===== src/rtl/alu_mul_seq.sv =====
// Sequential 16x16 unsigned shift-add multiplier that drives an external 16-bit ALU
// for every high-half addition; one iteration per clock, fixed 16-cycle run.
module alu_mul_seq (
  input  logic        clk,
  input  logic        reset_n,
  input  logic        start,
  input  logic [15:0] a,
  input  logic [15:0] b,
  output logic        busy,
  output logic        done,
  output logic [31:0] product,
  output logic        zero,
  output logic        ovf16,
  output logic [15:0] alu_r,
  output logic [15:0] alu_s,
  output logic [3:0]  alu_op,
  input  logic [15:0] alu_y,
  input  logic        alu_c
);

  typedef enum logic [1:0] {IDLE, RUN, DONE} state_t;

  localparam logic [3:0] OP_PASS_S = 4'b0000;
  localparam logic [3:0] OP_PASS_R = 4'b0001;
  localparam logic [3:0] OP_ADD    = 4'b0100;

  state_t      state;
  logic [15:0] mcand;
  logic [15:0] p_hi;
  logic [15:0] p_lo;
  logic [3:0]  cnt;
  logic [31:0] p_next;

  // ALU carry becomes the new top bit; the multiplier bit just consumed shifts out
  assign p_next = {alu_c, alu_y, p_lo[15:1]};

  always_comb begin
    alu_r  = '0;
    alu_s  = '0;
    alu_op = OP_PASS_S;
    if (state == RUN) begin
      alu_r  = p_hi;
      alu_s  = mcand;
      alu_op = p_lo[0] ? OP_ADD : OP_PASS_R;
    end
  end

  always_ff @(posedge clk) begin
    if (!reset_n) begin
      state   <= IDLE;
      busy    <= 1'b0;
      done    <= 1'b0;
      cnt     <= '0;
      mcand   <= '0;
      p_hi    <= '0;
      p_lo    <= '0;
      product <= '0;
      zero    <= 1'b1;
      ovf16   <= 1'b0;
    end else begin
      case (state)
        IDLE, DONE: begin
          done <= 1'b0;
          if (start) begin
            state <= RUN;
            busy  <= 1'b1;
            mcand <= a;
            p_hi  <= '0;
            p_lo  <= b;
            cnt   <= '0;
          end else begin
            state <= IDLE;
          end
        end
        RUN: begin
          {p_hi, p_lo} <= p_next;
          cnt          <= cnt + 4'd1;
          if (cnt == 4'd15) begin
            state   <= DONE;
            busy    <= 1'b0;
            done    <= 1'b1;
            product <= p_next;
            zero    <= (p_next == 32'd0);
            ovf16   <= |p_next[31:16];
          end
        end
        default: state <= IDLE;
      endcase
    end
  end

endmodule


===== config.mk =====
export PLATFORM = sky130hd
export DESIGN_NAME = alu_mul_seq
export DESIGN_NICKNAME = d
export VERILOG_FILES = /design/src/rtl/alu_mul_seq.sv
export SDC_FILE = /design/constraint.sdc
export NUM_CORES = 1
export LEC_CHECK = 0
export BUFFER_PORTS_ARGS = -buffer_cell sky130_fd_sc_hd__buf_2
export CAP_MARGIN = 20
export CORE_MARGIN = 2
export CORE_UTILIZATION = 40
export CTS_CLUSTER_DIAMETER = 50
export DETAILED_ROUTE_END_ITERATION = 10
export GPL_ROUTABILITY_DRIVEN = 0
export PLACE_DENSITY = 0.66
export SLEW_MARGIN = 10
export SYNTH_ARGS = -nofsm -noshare
export SYNTH_HDL_FRONTEND = slang
export SYNTH_SLANG_ARGS = --single-unit

===== constraint.sdc =====
create_clock -name clk -period 2.8 [get_ports clk]
set_clock_uncertainty 0.15 [all_clocks]
set_input_delay 0.28 -clock clk [delete_from_list [all_inputs] [get_ports clk]]
set_output_delay 0.28 -clock clk [all_outputs]
set_load 0.02 [all_outputs]

# Word-level counts from Yosys, hierarchy flattened

Cells that the tools add are included.

Register bits: 90
Input bits: 52
Output and inout bits: 72
Word-level logic and storage cells: 44

$add $sub $neg: 1
Equal/unequal tests: 5
Multiplexer cells: 18
Reductions and logical operators: 10

Operators by type and width:

| operator              | number |
|---|---|
| $mux W16              | 4 |
| $pmux W16 S2          | 2 |
| $logic_not A32 Y1     | 1 |
| $reduce_or A16 Y1     | 1 |
| $pmux W4 S2           | 1 |
| $reduce_and A2 Y1     | 4 |
| $mux W3               | 2 |
| $add A4 B1 Y4 const B | 1 |
| $eq A4 B4 Y1 const B  | 1 |
| $mux W1               | 4 |
| $mux W4               | 1 |
| $pmux W1 S2           | 2 |
| $pmux W2 S2           | 1 |
| $reduce_and A3 Y1     | 1 |
| $eq A2 B1 Y1 const B  | 1 |
| $eq A2 B2 Y1 const B  | 1 |
| $logic_not A2 Y1      | 1 |
| $mux W2               | 1 |
| $ne A2 B1 Y1 const B  | 1 |
| $ne A2 B2 Y1 const B  | 1 |
| $reduce_bool A2 Y1    | 1 |
| $reduce_or A2 Y1      | 1 |

# Longest topological paths before layout

Word-level depth: 4
Mapped depth: 7
Depth with buffers taken out: 5

# Worst setup path before layout

Ideal clock, no wire load.

Path kind: flip-flop to output port
Start: register state[0]
End: output port alu_r[10]
Arrival: 1.159 ns
Required time: 2.370 ns
Path slack: 1.211 ns
Cell stages (with the launch flop): 6
Buffers on the path: 3
Path through: dfxtp_1 and2b_1 buf_6 buf_4 buf_2 and2_1

Word-level cells in the longest chain between the ends: 2

RTL lines:

| what                   | line | text |
|---|---|---|
| from (decl)            | 27   | `state_t state;` |
| from (signal assigned) | 50   | `state <= IDLE;` |
| from (signal assigned) | 65   | `state <= RUN;` |
| from (signal assigned) | 72   | `state <= IDLE;` |
| $eq A2 B1 Y1           | 41   | `if (state == RUN) begin` |
| $mux W16               | 41   |  |
| to (decl)              | 14   | `output logic [15:0] alu_r,` |

No other way between the ends.

# Worst setup path after layout

Start: register state[0]
End: output port alu_r[15]

Same word-level chain as after synthesis.

==> metrics.yaml <==
max_freq_ghz: 0.4396
via_per_inst: 4.994
fin_crit_sh: 0.8125
post-cts-setup-buffer-count: 0
finalSetupTns_ps: 0
path_buf_inv: 1
syn_area_um2: 3775
grt_pass1_vias: 2970
grt_max_degree: 50
crit_chain: "and2b_2 > and2_1 > buf_2"
leakage_nw: 1.982
synth_warnings: 0
reg2reg_slack_ps: 860
core_area_um2: 9196
final_cell_mix: "buf_2 (121), nand2_1 (114), dfxtp_1 (90)"
dp_slack_ps: 655.8
dr.pass1.iters: 4
fill_cells: 939
worstSetupEndpointType: "primary output"
power_density_nw_per_um2: 544.6
drtIter0Drc: 126
routed_wirelength_mm: 9.149
status: "finished, final reports clean"
numClockSinks: 90
num_antenna_cells: 0
cts_buffer_depth: 2
startpoint: "state[0]$_SDFFE_PN0P_"
place_hpwl_mm: 6.443
ir_worst_vdd_v: 0.0002155
synth_top_cell_area_share: 0.4773
crit_type: "reg2out"
ys_types: 32
cts_tree: "built"
synth_top_area_cell: "dfxtp_1"
hp-class: "in2reg"
insertion_delay_ps: 340
worstHoldStart: "a[8]"
slowest_delay_ps: 680
cts_hold_buf: 0
ant_nets: 0
wl_per_cell_um: 14.08
cts_resized: 0
rr_endpoint: "cnt[3]$_SDFFE_PN0P_"
grt.total_usage: 0.1794
postSynthCellCount: 429
rsz0062_at_grt: "no"
whs_path_depth: 3
arrival_ps: 1850
cts_root_buffer: "clkbuf_8"
grt-ovfl-total: 0
vias: 3246
fin_nets: 587
synthToLayoutAreaGrowth_pct: 20.75
setup_slack_ps: 525.0
numPortBuffers: 121
slew_viol_final: 0
htreeDepth: 3
numCtsBuffers: 9
yosysSeqAreaShare: 0.4773
post-route-util: 0.4956
relSlewSlack: 0.4892
critPathTopFamily: "simple AND/OR/NAND/NOR gates"
drc: 0
min_to: "mcand[8]$_SDFFE_PN0P_"
grt_pass1_wl_mm: 14.54
dieArea_um2: 10230
antenna_found_initial: 0
fin_crit_ps: 2275
initial_utilization: 0.4105
multi_input_area_um2: 1758
io-pin-count: 124
synth-seq-cells: 90
reg2reg_depth: 4
required_ps: 2370
max-cap-violations: 0
finalHoldViolations: 0
cp_max_fo: 47
startpoint_type: "flip-flop"
cts.clk_slew.worst_paths_ps: 80
path_depth: 3
setup_viol: 0
dieHeight_um: 101.1
worstMarginPinSlew_ps: 766.2
drive_gt1_frac: 0.2764
rows: 35
syn_avg_cell_area_um2: 8.799
cpMaxStageDelayCell: "and2b_2"
final_common_cell: "buf_2"
synthTopCellsByArea: "dfxtp_1 (48%), nand2_1 (11%), a21boi_1 (9.1%), a22oi_1 (6.6%), and2_1 (5.6%)"
timing.rr.start: "state[0]$_SDFFE_PN0P_"
regArea_um2: 1802
die_w_um: 101.1
==> flip-flops by register name, indices dropped and copies added, names as in the netlist <==
register  count
done          1
ovf16         1
mcand        16
p_hi         16
p_lo         16
busy          1
state         2
cnt           4
product      32
zero          1
==> power by group <==
group / total [mW] / leakage (nW) / internal [mW] / switching [mW]
clock network: 0.853 / 0.0893 / 0.411 / 0.442
logic: 0.272 / 1.16 / 0.112 / 0.160
registers: 1.36 / 0.733 / 1.33 / 0.0326
total: 2.48 / 1.98 / 1.85 / 0.635
==> worst max-delay path by stage <==
stage,slack [ps],to
after floorplan,1210,alu_r[10]
after global placement,740,product[0]$_SDFFE_PN0P_
after detailed placement,660,product[0]$_SDFFE_PN0P_
after CTS,480,alu_r[13]
after global routing,370,alu_r[9]
final,520,alu_r[15]
==> cells by family (layout without fill, tap and decap cells) <==
| family | count (synthesis) | in the layout | share of synthesized area |
|---|---|---|---|
| other cells | 1 | 2 | 0.0009934 |
| compound gates | 107 | 107 | 0.2095 |
| fa+ha+maj | 1 | 1 | 0.003314 |
| simple gates | 194 | 194 | 0.2499 |
| flops | 90 | 90 | 0.4773 |
| buf+inv | 36 | 145 | 0.05900 |
==> worst min-delay path: cells and delay by family <==
| kind | cells | cell delay, ps |
|---|---|---|
| AOI/OAI and AO/OA | 1 | 60 |
| and+or+nand+nor | 1 | 40 |
| buffers and inverters | 1 | 90 |
==> final cells by class <==
class | count | share of cell area
sequential | 90 | 0.3953
multi-input combinational | 304 | 0.3857
timing repair buffer | 129 | 0.1477
tap | 111 | 0.03047
clock buffer | 11 | 0.02882
clock inverter | 5 | 0.01208
==> cells in the mapped netlist <==
| master | instances |
|---|---|
| a21boi_0 | 19 |
| nand2_1 | 114 |
| o21ai_0 | 2 |
| nor2_4 | 1 |
| and2b_1 | 1 |
| buf_2 | 13 |
| buf_4 | 5 |
| nand2b_1 | 1 |
| clkbuf_1 | 11 |
| nand2b_2 | 1 |
| conb_1 | 1 |
| nand3b_1 | 1 |
| nor2_8 | 1 |
| nor2b_1 | 20 |
| a21oi_1 | 3 |
| ha_1 | 1 |
| a22oi_1 | 33 |
| o21ai_1 | 1 |
| nor2_1 | 6 |
| nand4_1 | 2 |
| o211ai_1 | 1 |
| a21boi_1 | 46 |
| and4_1 | 1 |
| nand3_2 | 1 |
| and3_1 | 1 |
| dfxtp_1 | 90 |
| nor4_1 | 8 |
| buf_6 | 7 |
| or2_1 | 1 |
| o211a_1 | 1 |
| and2_1 | 34 |
| o21a_1 | 1 |
==> layer usage <==
metal,GRT usage,up-vias,wire length (um)
li1,-,1644,-
met1,0.2423,1501,4295
met2,0.2827,83,4250
met3,0.02761,18,371
met4,0.08420,0,232
met5,0,-,0
==> per-stage QoR <==
step	power (mW)	hold WS (ps)	cell area [um2]	std cells
global route	2.603	30.07	4558	650
finish	2.482	28.42	4558	650
floorplan	1.571	264.9	3779	430
CTS	2.514	13.71	4543	649
global placement	1.657	288.2	4357	633
detailed placement	1.661	293.2	4357	633
Power figures use the tool's default switching activity.
